===== src/rtl/ulpi_reg_arb.sv =====
// ULPI register access sequencer: round-robin arbitration between internal
// requesters, then TX CMD / data / stp on writes and turnaround/capture on reads.
module ulpi_reg_arb #(
    parameter int NUM_REQ = 2,
    parameter int TIMEOUT = 255
) (
    input  logic                 i_clk,
    input  logic                 i_rst,
    input  logic                 i_phy_ready,
    input  logic [NUM_REQ-1:0]   i_req,
    input  logic [NUM_REQ-1:0]   i_we,
    input  logic [6*NUM_REQ-1:0] i_addr,
    input  logic [8*NUM_REQ-1:0] i_wdata,
    output logic [NUM_REQ-1:0]   o_done,
    output logic                 o_err,
    output logic [7:0]           o_rdata,
    output logic                 o_busy,
    input  logic                 i_dir,
    input  logic                 i_nxt,
    input  logic [7:0]           i_data,
    output logic [7:0]           o_data,
    output logic                 o_stp
);

    localparam int IDX_W = (NUM_REQ > 1) ? $clog2(NUM_REQ) : 1;

    typedef enum logic [3:0] {
        S_IDLE,
        S_CMD,
        S_WDATA,
        S_WSTP,
        S_RTURN,
        S_RDATA,
        S_RDONE,
        S_ABORTWAIT,
        S_DONE
    } state_t;

    state_t           state_q, state_d;
    logic             busy_q;
    logic [IDX_W-1:0] grant_q;
    logic [IDX_W-1:0] ptr_q;
    logic             we_q;
    logic [5:0]       addr_q;
    logic [7:0]       wdata_q;
    logic [7:0]       cnt_q;
    logic             err_q;
    logic [7:0]       rdata_q;

    logic             arb_valid;
    logic [IDX_W-1:0] arb_idx;
    logic             sel_we;
    logic [5:0]       sel_addr;
    logic [7:0]       sel_wdata;
    logic             grant_now;
    logic             capture;
    logic             timeout_hit;
    logic             waiting;
    logic             tmo;

    assign tmo     = (cnt_q == 8'(TIMEOUT - 1));
    assign waiting = state_q inside {S_CMD, S_WDATA, S_RTURN, S_RDATA, S_RDONE, S_ABORTWAIT};

    // Round-robin pick: first pass looks at/after the pointer, second pass wraps to 0.
    always_comb begin
        // NOTE: every always_comb output gets a default first so no path infers a latch.
        arb_valid = 1'b0;
        arb_idx   = '0;
        for (int j = 0; j < NUM_REQ; j++) begin
            if (!arb_valid && i_req[IDX_W'(j)] && (IDX_W'(j) >= ptr_q)) begin
                arb_valid = 1'b1;
                arb_idx   = IDX_W'(j);
            end
        end
        for (int j = 0; j < NUM_REQ; j++) begin
            if (!arb_valid && i_req[IDX_W'(j)]) begin
                arb_valid = 1'b1;
                arb_idx   = IDX_W'(j);
            end
        end
    end

    // Select the winning requester's command fields.
    always_comb begin
        sel_we    = 1'b0;
        sel_addr  = '0;
        sel_wdata = '0;
        for (int j = 0; j < NUM_REQ; j++) begin
            if (IDX_W'(j) == arb_idx) begin
                sel_we    = i_we[j];
                sel_addr  = i_addr[6*j +: 6];
                sel_wdata = i_wdata[8*j +: 8];
            end
        end
    end

    // Next-state logic for the link sequencer.
    always_comb begin
        state_d     = state_q;
        grant_now   = 1'b0;
        capture     = 1'b0;
        timeout_hit = 1'b0;
        case (state_q)
            S_IDLE: begin
                if (busy_q) begin
                    // Retry of an aborted grant: only needs the bus back.
                    if (!i_dir) state_d = S_CMD;
                end else if (i_phy_ready && !i_dir && arb_valid) begin
                    grant_now = 1'b1;
                    state_d   = S_CMD;
                end
            end
            S_CMD: begin
                if (i_dir)      state_d = S_ABORTWAIT;
                else if (i_nxt) state_d = we_q ? S_WDATA : S_RTURN;
                else if (tmo)   begin state_d = S_DONE; timeout_hit = 1'b1; end
            end
            S_WDATA: begin
                if (i_dir)      state_d = S_ABORTWAIT;
                else if (i_nxt) state_d = S_WSTP;
                else if (tmo)   begin state_d = S_DONE; timeout_hit = 1'b1; end
            end
            S_WSTP: state_d = S_DONE;
            S_RTURN: begin
                if (i_dir)      state_d = S_RDATA;
                else if (tmo)   begin state_d = S_DONE; timeout_hit = 1'b1; end
            end
            S_RDATA: begin
                if (i_nxt)      state_d = S_ABORTWAIT;
                else if (i_dir) begin state_d = S_RDONE; capture = 1'b1; end
                else if (tmo)   begin state_d = S_DONE; timeout_hit = 1'b1; end
            end
            S_RDONE: begin
                if (!i_dir)     state_d = S_DONE;
                else if (tmo)   begin state_d = S_DONE; timeout_hit = 1'b1; end
            end
            S_ABORTWAIT: begin
                if (!i_dir)     state_d = S_IDLE;
                else if (tmo)   begin state_d = S_DONE; timeout_hit = 1'b1; end
            end
            S_DONE: state_d = S_IDLE;
            default: state_d = S_IDLE;
        endcase
    end

    // State, grant bookkeeping, timeout counter and read capture.
    always_ff @(posedge i_clk) begin
        if (i_rst) begin
            state_q <= S_IDLE;
            busy_q  <= 1'b0;
            grant_q <= '0;
            ptr_q   <= '0;
            we_q    <= 1'b0;
            addr_q  <= '0;
            wdata_q <= '0;
            cnt_q   <= '0;
            err_q   <= 1'b0;
            rdata_q <= '0;
        end else begin
            // NOTE: sequential state uses non-blocking assignments so every register samples pre-edge values.
            state_q <= state_d;

            if (state_d != state_q) cnt_q <= '0;
            else if (waiting)       cnt_q <= cnt_q + 8'd1;

            if (grant_now) begin
                busy_q  <= 1'b1;
                grant_q <= arb_idx;
                we_q    <= sel_we;
                addr_q  <= sel_addr;
                wdata_q <= sel_wdata;
            end

            if (state_d == S_DONE && state_q != S_DONE) err_q <= timeout_hit;

            if (capture) rdata_q <= i_data;

            if (state_q == S_DONE) begin
                busy_q <= 1'b0;
                if ({1'b0, grant_q} == (IDX_W + 1)'(NUM_REQ - 1)) ptr_q <= '0;
                else                                              ptr_q <= grant_q + IDX_W'(1);
            end
        end
    end

    // Link-side and requester-side outputs decoded from state.
    always_comb begin
        o_data = 8'h00;
        o_stp  = 1'b0;
        o_done = '0;
        o_err  = 1'b0;
        case (state_q)
            S_CMD:   if (!i_dir) o_data = {(we_q ? 2'b10 : 2'b11), addr_q};
            S_WDATA: if (!i_dir) o_data = wdata_q;
            S_WSTP:  o_stp = 1'b1;
            S_DONE: begin
                o_done[grant_q] = 1'b1;
                o_err           = err_q;
            end
            default: ;
        endcase
    end

    assign o_busy  = busy_q;
    assign o_rdata = rdata_q;

endmodule


===== config.mk =====
export PLATFORM = sky130hd
export DESIGN_NAME = ulpi_reg_arb
export DESIGN_NICKNAME = d
export VERILOG_FILES = /design/src/rtl/ulpi_reg_arb.sv
export SDC_FILE = /design/constraint.sdc
export NUM_CORES = 1
export LEC_CHECK = 0
export CAP_MARGIN = 20
export CORE_UTILIZATION = 30
export DETAILED_ROUTE_END_ITERATION = 12
export HOLD_SLACK_MARGIN = 0.08
export PLACE_DENSITY_LB_ADDON = 0.25
export SYNTH_ARGS = -nofsm -noshare
export SYNTH_HDL_FRONTEND = slang
export SYNTH_SLANG_ARGS = --single-unit
export TNS_END_PERCENT = 20

===== constraint.sdc =====
create_clock -name i_clk -period 3.28 [get_ports i_clk]
set_input_delay 0.82 -clock i_clk [delete_from_list [all_inputs] [get_ports i_clk]]
set_output_delay 0.82 -clock i_clk [all_outputs]
set_load 0.05 [all_outputs]

Word level (Yosys, flattened, before mapping)
Cells that the tools add are included.
{ "word_totals": {"regBits": 38, "in_bits": 45, "out_inout_bits": 21, "word_cells": 73} }
{ "op_classes": {"addsub": 1, "order_cmp": 1, "eq_ne": 12, "n_mux": 37, "n_reduce_logical": 13} }
{ "ops": {"columns": ["op", "n"], "rows": [
  ["$mux W4", 13],
  ["$pmux W4 S8", 1],
  ["$mux W1", 18],
  ["$eq A4 B3 Y1 const B", 4],
  ["$mux W8", 2],
  ["$pmux W8 S2", 1],
  ["$add A8 B1 Y8 const B", 1],
  ["$eq A4 B2 Y1 const B", 2],
  ["$eq A4 B4 Y1 const B", 2],
  ["$eq A8 B8 Y1 const B", 1],
  ["$reduce_or A2 Y1", 4],
  ["$reduce_bool A6 Y1", 1],
  ["$logic_and A1 B1 Y1", 5],
  ["$eq A4 B1 Y1 const B", 1],
  ["$logic_not A4 Y1", 1],
  ["$ne A4 B4 Y1", 1],
  ["$ne A4 B4 Y1 const B", 1],
  ["$pmux W1 S4", 1],
  ["$mux W3", 1],
  ["$logic_not A1 Y1", 2],
  ["$ge A1 B1 Y1 const A", 1]
]} }

Logic depth before layout (Yosys ltp)
{ "depth": {"depth_word": 12, "mapped_depth": 8, "ltp_nobuf": 6} }

Worst setup path before layout
Ideal clock, no wire load.
{ "synth_path": {"path_kind": "register -> output", "from": "register state_q[2]", "to": "output port o_data[0]", "arrival_time_ns": 1.913, "required_time_ns": 2.460, "setup_slack_ns": 0.547, "path_stages_with_launch": 6, "n_path_buf": 2, "path_cell_list": "dfxtp_1 -> buf_2 -> buf_2 -> nor4b_2 -> a22oi_1 -> nor2_1"} }
{ "synth_via": {"elab_chain_cells": 2, "word_cells_on_any_way": 3, "cone_classes": "eq/ne (2); mux (1)"} }
{ "synth_lines": {"columns": ["item", "line_no", "source"], "rows": [
  ["start: declaration", "39", "state_t state_q, state_d;"],
  ["start signal: assignment", "161", "state_q <= state_d;"],
  ["$eq A4 B2 Y1 / $eq A4 B1 Y1 (equally long branches)", "192", "case (state_q)"],
  ["$pmux W8 S2 *", "192", null],
  ["end: declaration", "21", "output logic [7:0] o_data,"]
]} }
Every way passes the cells marked *; elsewhere a longest branch is shown, timed or not.

Worst setup path after layout
{ "layout_path": {"from": "input port i_dir", "to": "output port o_data[4]"} }
{ "layout_via": {"elab_chain_cells": 2, "word_cells_on_any_way": 3, "cone_classes": "mux (3)"} }
{ "layout_lines": {"columns": ["item", "line_no", "source"], "rows": [
  ["start: declaration", "18", "input logic i_dir,"],
  ["$mux W8, on equally long branches", "194, 193", null],
  ["$pmux W8 S2 *", "192", null]
]} }
Marked as above.

==> run summary <==
STATUS
--------------------------------------------------------------------------------
Outcome                                                             finished clean

ROUTING
--------------------------------------------------------------------------------
Post-route DRC violation count                                                 0
Initial DRC count                                                             60
Final Routed Wirelength                                                  4729 µm
DR vias                                                                    1,805
Wire length per cell after detailed routing                             12.96 µm
Iteration count of the initial detailed-routing pass                           4
Post-route antenna net violation count                                         0
Routed via count divided by cell count                                     4.945

PLACEMENT
--------------------------------------------------------------------------------
Buffers added on ports                                                        48
Half-perimeter wire length after detailed placement                      3324 µm
Final GP Congestion                                                       0.7918
Number of cells in the design after placement                                357
Post-placement setup slack                                             0.2441 ns

SYNTHESIS
--------------------------------------------------------------------------------
Cell accounting for the most synthesized area                       sky130_fd_sc_hd__dfxtp_1
Fraction of registers with async set or reset after synthesis                  0
Synth Net Count                                                              290
Simple logic cell fraction of the synthesized area                        0.2758
Post-synth top area share                                                 0.3824
Average footprint of a synthesized cell                                7.971 µm²
Top cells by area in the synthesized netlist                        sky130_fd_sc_hd__dfxtp_1, sky130_fd_sc_hd__nand2_1, sky130_fd_sc_hd__nor2_1
Register bit count reported by yosys                                          37
Proportion of synthesized area in mux cells                              0.04134
Post-synthesis xor/xnor area fraction                                    0.03618
Number of distinct library cells after synthesis                              50
Adder-cell share of the synthesized area                                 0.01292
Prevailing post-synth register cell                                 sky130_fd_sc_hd__dfxtp_1
Post-synth EDFFs                                                               0
Number of warning messages in the yosys log                                    0
Most frequent cells after synthesis                                 sky130_fd_sc_hd__nand2_1, sky130_fd_sc_hd__dfxtp_1, sky130_fd_sc_hd__nor2_1
Most common cell in the synthesized netlist                         sky130_fd_sc_hd__nand2_1
Sequential element share of the synthesized area                          0.3824
Complex-gate fraction of the synthesized area                             0.1893
Netlist area before placement                                           1937 µm²
Cell count after synthesis                                                   243
Main combinational cell family by area after synthesis              simple AND/OR/NAND/NOR gates

TIMING
--------------------------------------------------------------------------------
Hold Slack                                                             0.4539 ns
Setup TNS                                                                   0 ns
Final period util                                                         0.9260
Time the worst path needs with I/O delays and setup                     3.037 ns
Min setup slack post-route                                             0.2427 ns
Number of pins with negative max-slew slack in the final report                0
Setup repair after global routing missed its margin                        false
Final-report setup violation count                                             0
Max-slew headroom at the worst pin                                        0.6547
Worst slew pin tran                                                    0.5163 ns
Max Clock Skew                                                       0.009088 ns
Final count of hold timing violations                                          0
Highest Clock Rate                                                     329.2 MHz

GLOBAL ROUTING
--------------------------------------------------------------------------------
Remaining global-route overflow                                                0
Global-route wire length before repair                                   7900 µm
Number of antenna violations at the first check in global routing              0
Via count of the first global-routing pass                                 1,686
Overall Global Routing Usage                                              0.1532
Maximum number of pins on one net before global-route repair                  28

FLOORPLANNING
--------------------------------------------------------------------------------
Horiz. Die Dim                                                          82.35 µm
Effective utilization at floorplan                                        0.3196
Core region area                                                        6061 µm²
Std cell rows                                                                 28
Vertical die dimension                                                  82.35 µm
# IOs                                                                         66
Die area                                                                6782 µm²

LAYOUT
--------------------------------------------------------------------------------
Post-Route Utilization                                                    0.4364
Post-route non-filler standard cell count                                    365
Number of antenna diodes                                                       0
Share of post-route cells with drive strength above 1                     0.1000
Synthesis-to-finish area growth                                           36.56%
Final #Nets                                                                  336

CTS
--------------------------------------------------------------------------------
Number of setup buffers added after CTS                                        0
CTS tree                                                                    done
Clock Root Buffer                                                   sky130_fd_sc_hd__clkbuf_8
Clock sink total                                                              37
Clock latency on the worst-skew pair                                     0.29 ns
Hold Buf Count CTS                                                             0
# H-tree levels                                                                2
Maximum buffer depth of the clock tree                                         2
Number of gates given a new drive strength after cts                           0
Num CTS Buffers                                                                5
Clock-pin transition on the worst setup and hold timing paths            0.08 ns

CRITICAL PATH
--------------------------------------------------------------------------------
Required @ worst endpoint                                                2.46 ns
Worst Path Max Fanout                                                         12
Depth of the worst register-to-register path                                   6
Kind of critical path                                               primary input to output port
CP Launch Type                                                      primary input
Critical path capture point type                                     output port
Data arrival time at the worst-slack endpoint                            2.22 ns

RUN
--------------------------------------------------------------------------------
Max Cap Viol                                                                   0

POWER
--------------------------------------------------------------------------------
Power per cell area                                                 564.4 nW/µm²
Worst voltage drop across the vdd grid                                 0.2826 mV
Leakage power figure                                                   0.9471 nW

HOLD PATH
--------------------------------------------------------------------------------
Worst hold path stage count                                                    2
Path category of the worst min-delay check                          register to register

-- logic make-up after synthesis --
kind of cell,after synthesis
DFF,37
xor gates and xnor gates,8
buffers and inverters,24
and+or+nand+nor,108
adders and majority gates,2
other,1
muxes,8
AOI/OAI and AO/OA,55
-- worst max-delay path, cell delays in order --
cell,delay [ns]
sky130_fd_sc_hd__clkdlybuf4s50_1,0.59
sky130_fd_sc_hd__buf_4,0.28
sky130_fd_sc_hd__buf_4,0.16
sky130_fd_sc_hd__nor2_1,0.19
sky130_fd_sc_hd__buf_12,0.17
-- layout make-up --
class | count | area (µm²)
Clock buffer | 8 | 80.08
Inverter | 6 | 22.52
Fill cell | 624 | 3416
Multi-Input combinational cell | 182 | 1080
Tap cell | 75 | 93.84
Timing Repair Buffer | 57 | 628.1
Sequential cell | 37 | 740.7
-- layer usage --
layer / wire length [µm] / vias up / track usage
met1: 2275 / 824 / 0.1984
met4: 80 / 0 / 0.05439
met3: 214 / 6 / 0.03956
li1: - / 933 / -
met2: 2159 / 42 / 0.2446
met5: 0 / - / 0
-- sequential cells by signal, indices dropped and copies added, names as in the netlist --
signal / count
addr_q: 6
o_rdata: 8
wdata_q: 8
state_q: 4
we_q: 1
err_q: 1
cnt_q: 8
o_busy: 1
-- stage by stage --
| stage | total power [mW] | area [µm²] |
|---|---|---|
| final | 1.493 | 2645 |
| after global routing | 1.601 | 2645 |
| after CTS | 1.511 | 2645 |
| after detailed placement | 1.201 | 2565 |
| after global placement | 1.197 | 2565 |
| after floorplan | 1.031 | 1937 |
-- layout by cell type, fill, tap and decap left out, drive strengths merged, types with 3 or more instances in the layout --
cell | Yosys | final
xor2 | 7 | 7
a211oi | 3 | 3
and3 | 6 | 6
nor2 | 32 | 32
buf | 13 | 17
nand2 | 39 | 39
mux2i | 8 | 8
dfxtp | 37 | 37
clkdlybuf4s50 | 0 | 40
nand4 | 4 | 4
o21ai | 6 | 6
a22oi | 7 | 7
nor3 | 6 | 6
a21oi | 22 | 22
o21a | 3 | 3
nor2b | 4 | 4
nand3 | 5 | 5
clkbuf | 5 | 8
inv | 6 | 6
-- power breakdown --
group          leakage (nW)  total, mW  internal, mW  switching, mW
Sequential            0.300      0.560         0.492         0.0684
Combinational         0.608      0.631         0.261          0.370
Clock                0.0395      0.301         0.151          0.151
Total                 0.947       1.49         0.903          0.589
-- path summary, 6_finish.rpt --
kind	start	end	slack [ns]
max	i_dir	o_data[4]	0.24
min	wdata_q[2]$_SDFFE_PP0P_	wdata_q[2]$_SDFFE_PP0P_	0.45
max reg2reg	state_q[0]$_SDFF_PP0_	cnt_q[1]$_SDFFE_PP0P_	1.11
min reg2reg	wdata_q[2]$_SDFFE_PP0P_	wdata_q[2]$_SDFFE_PP0P_	0.45
Power figures use the tool's default switching activity.
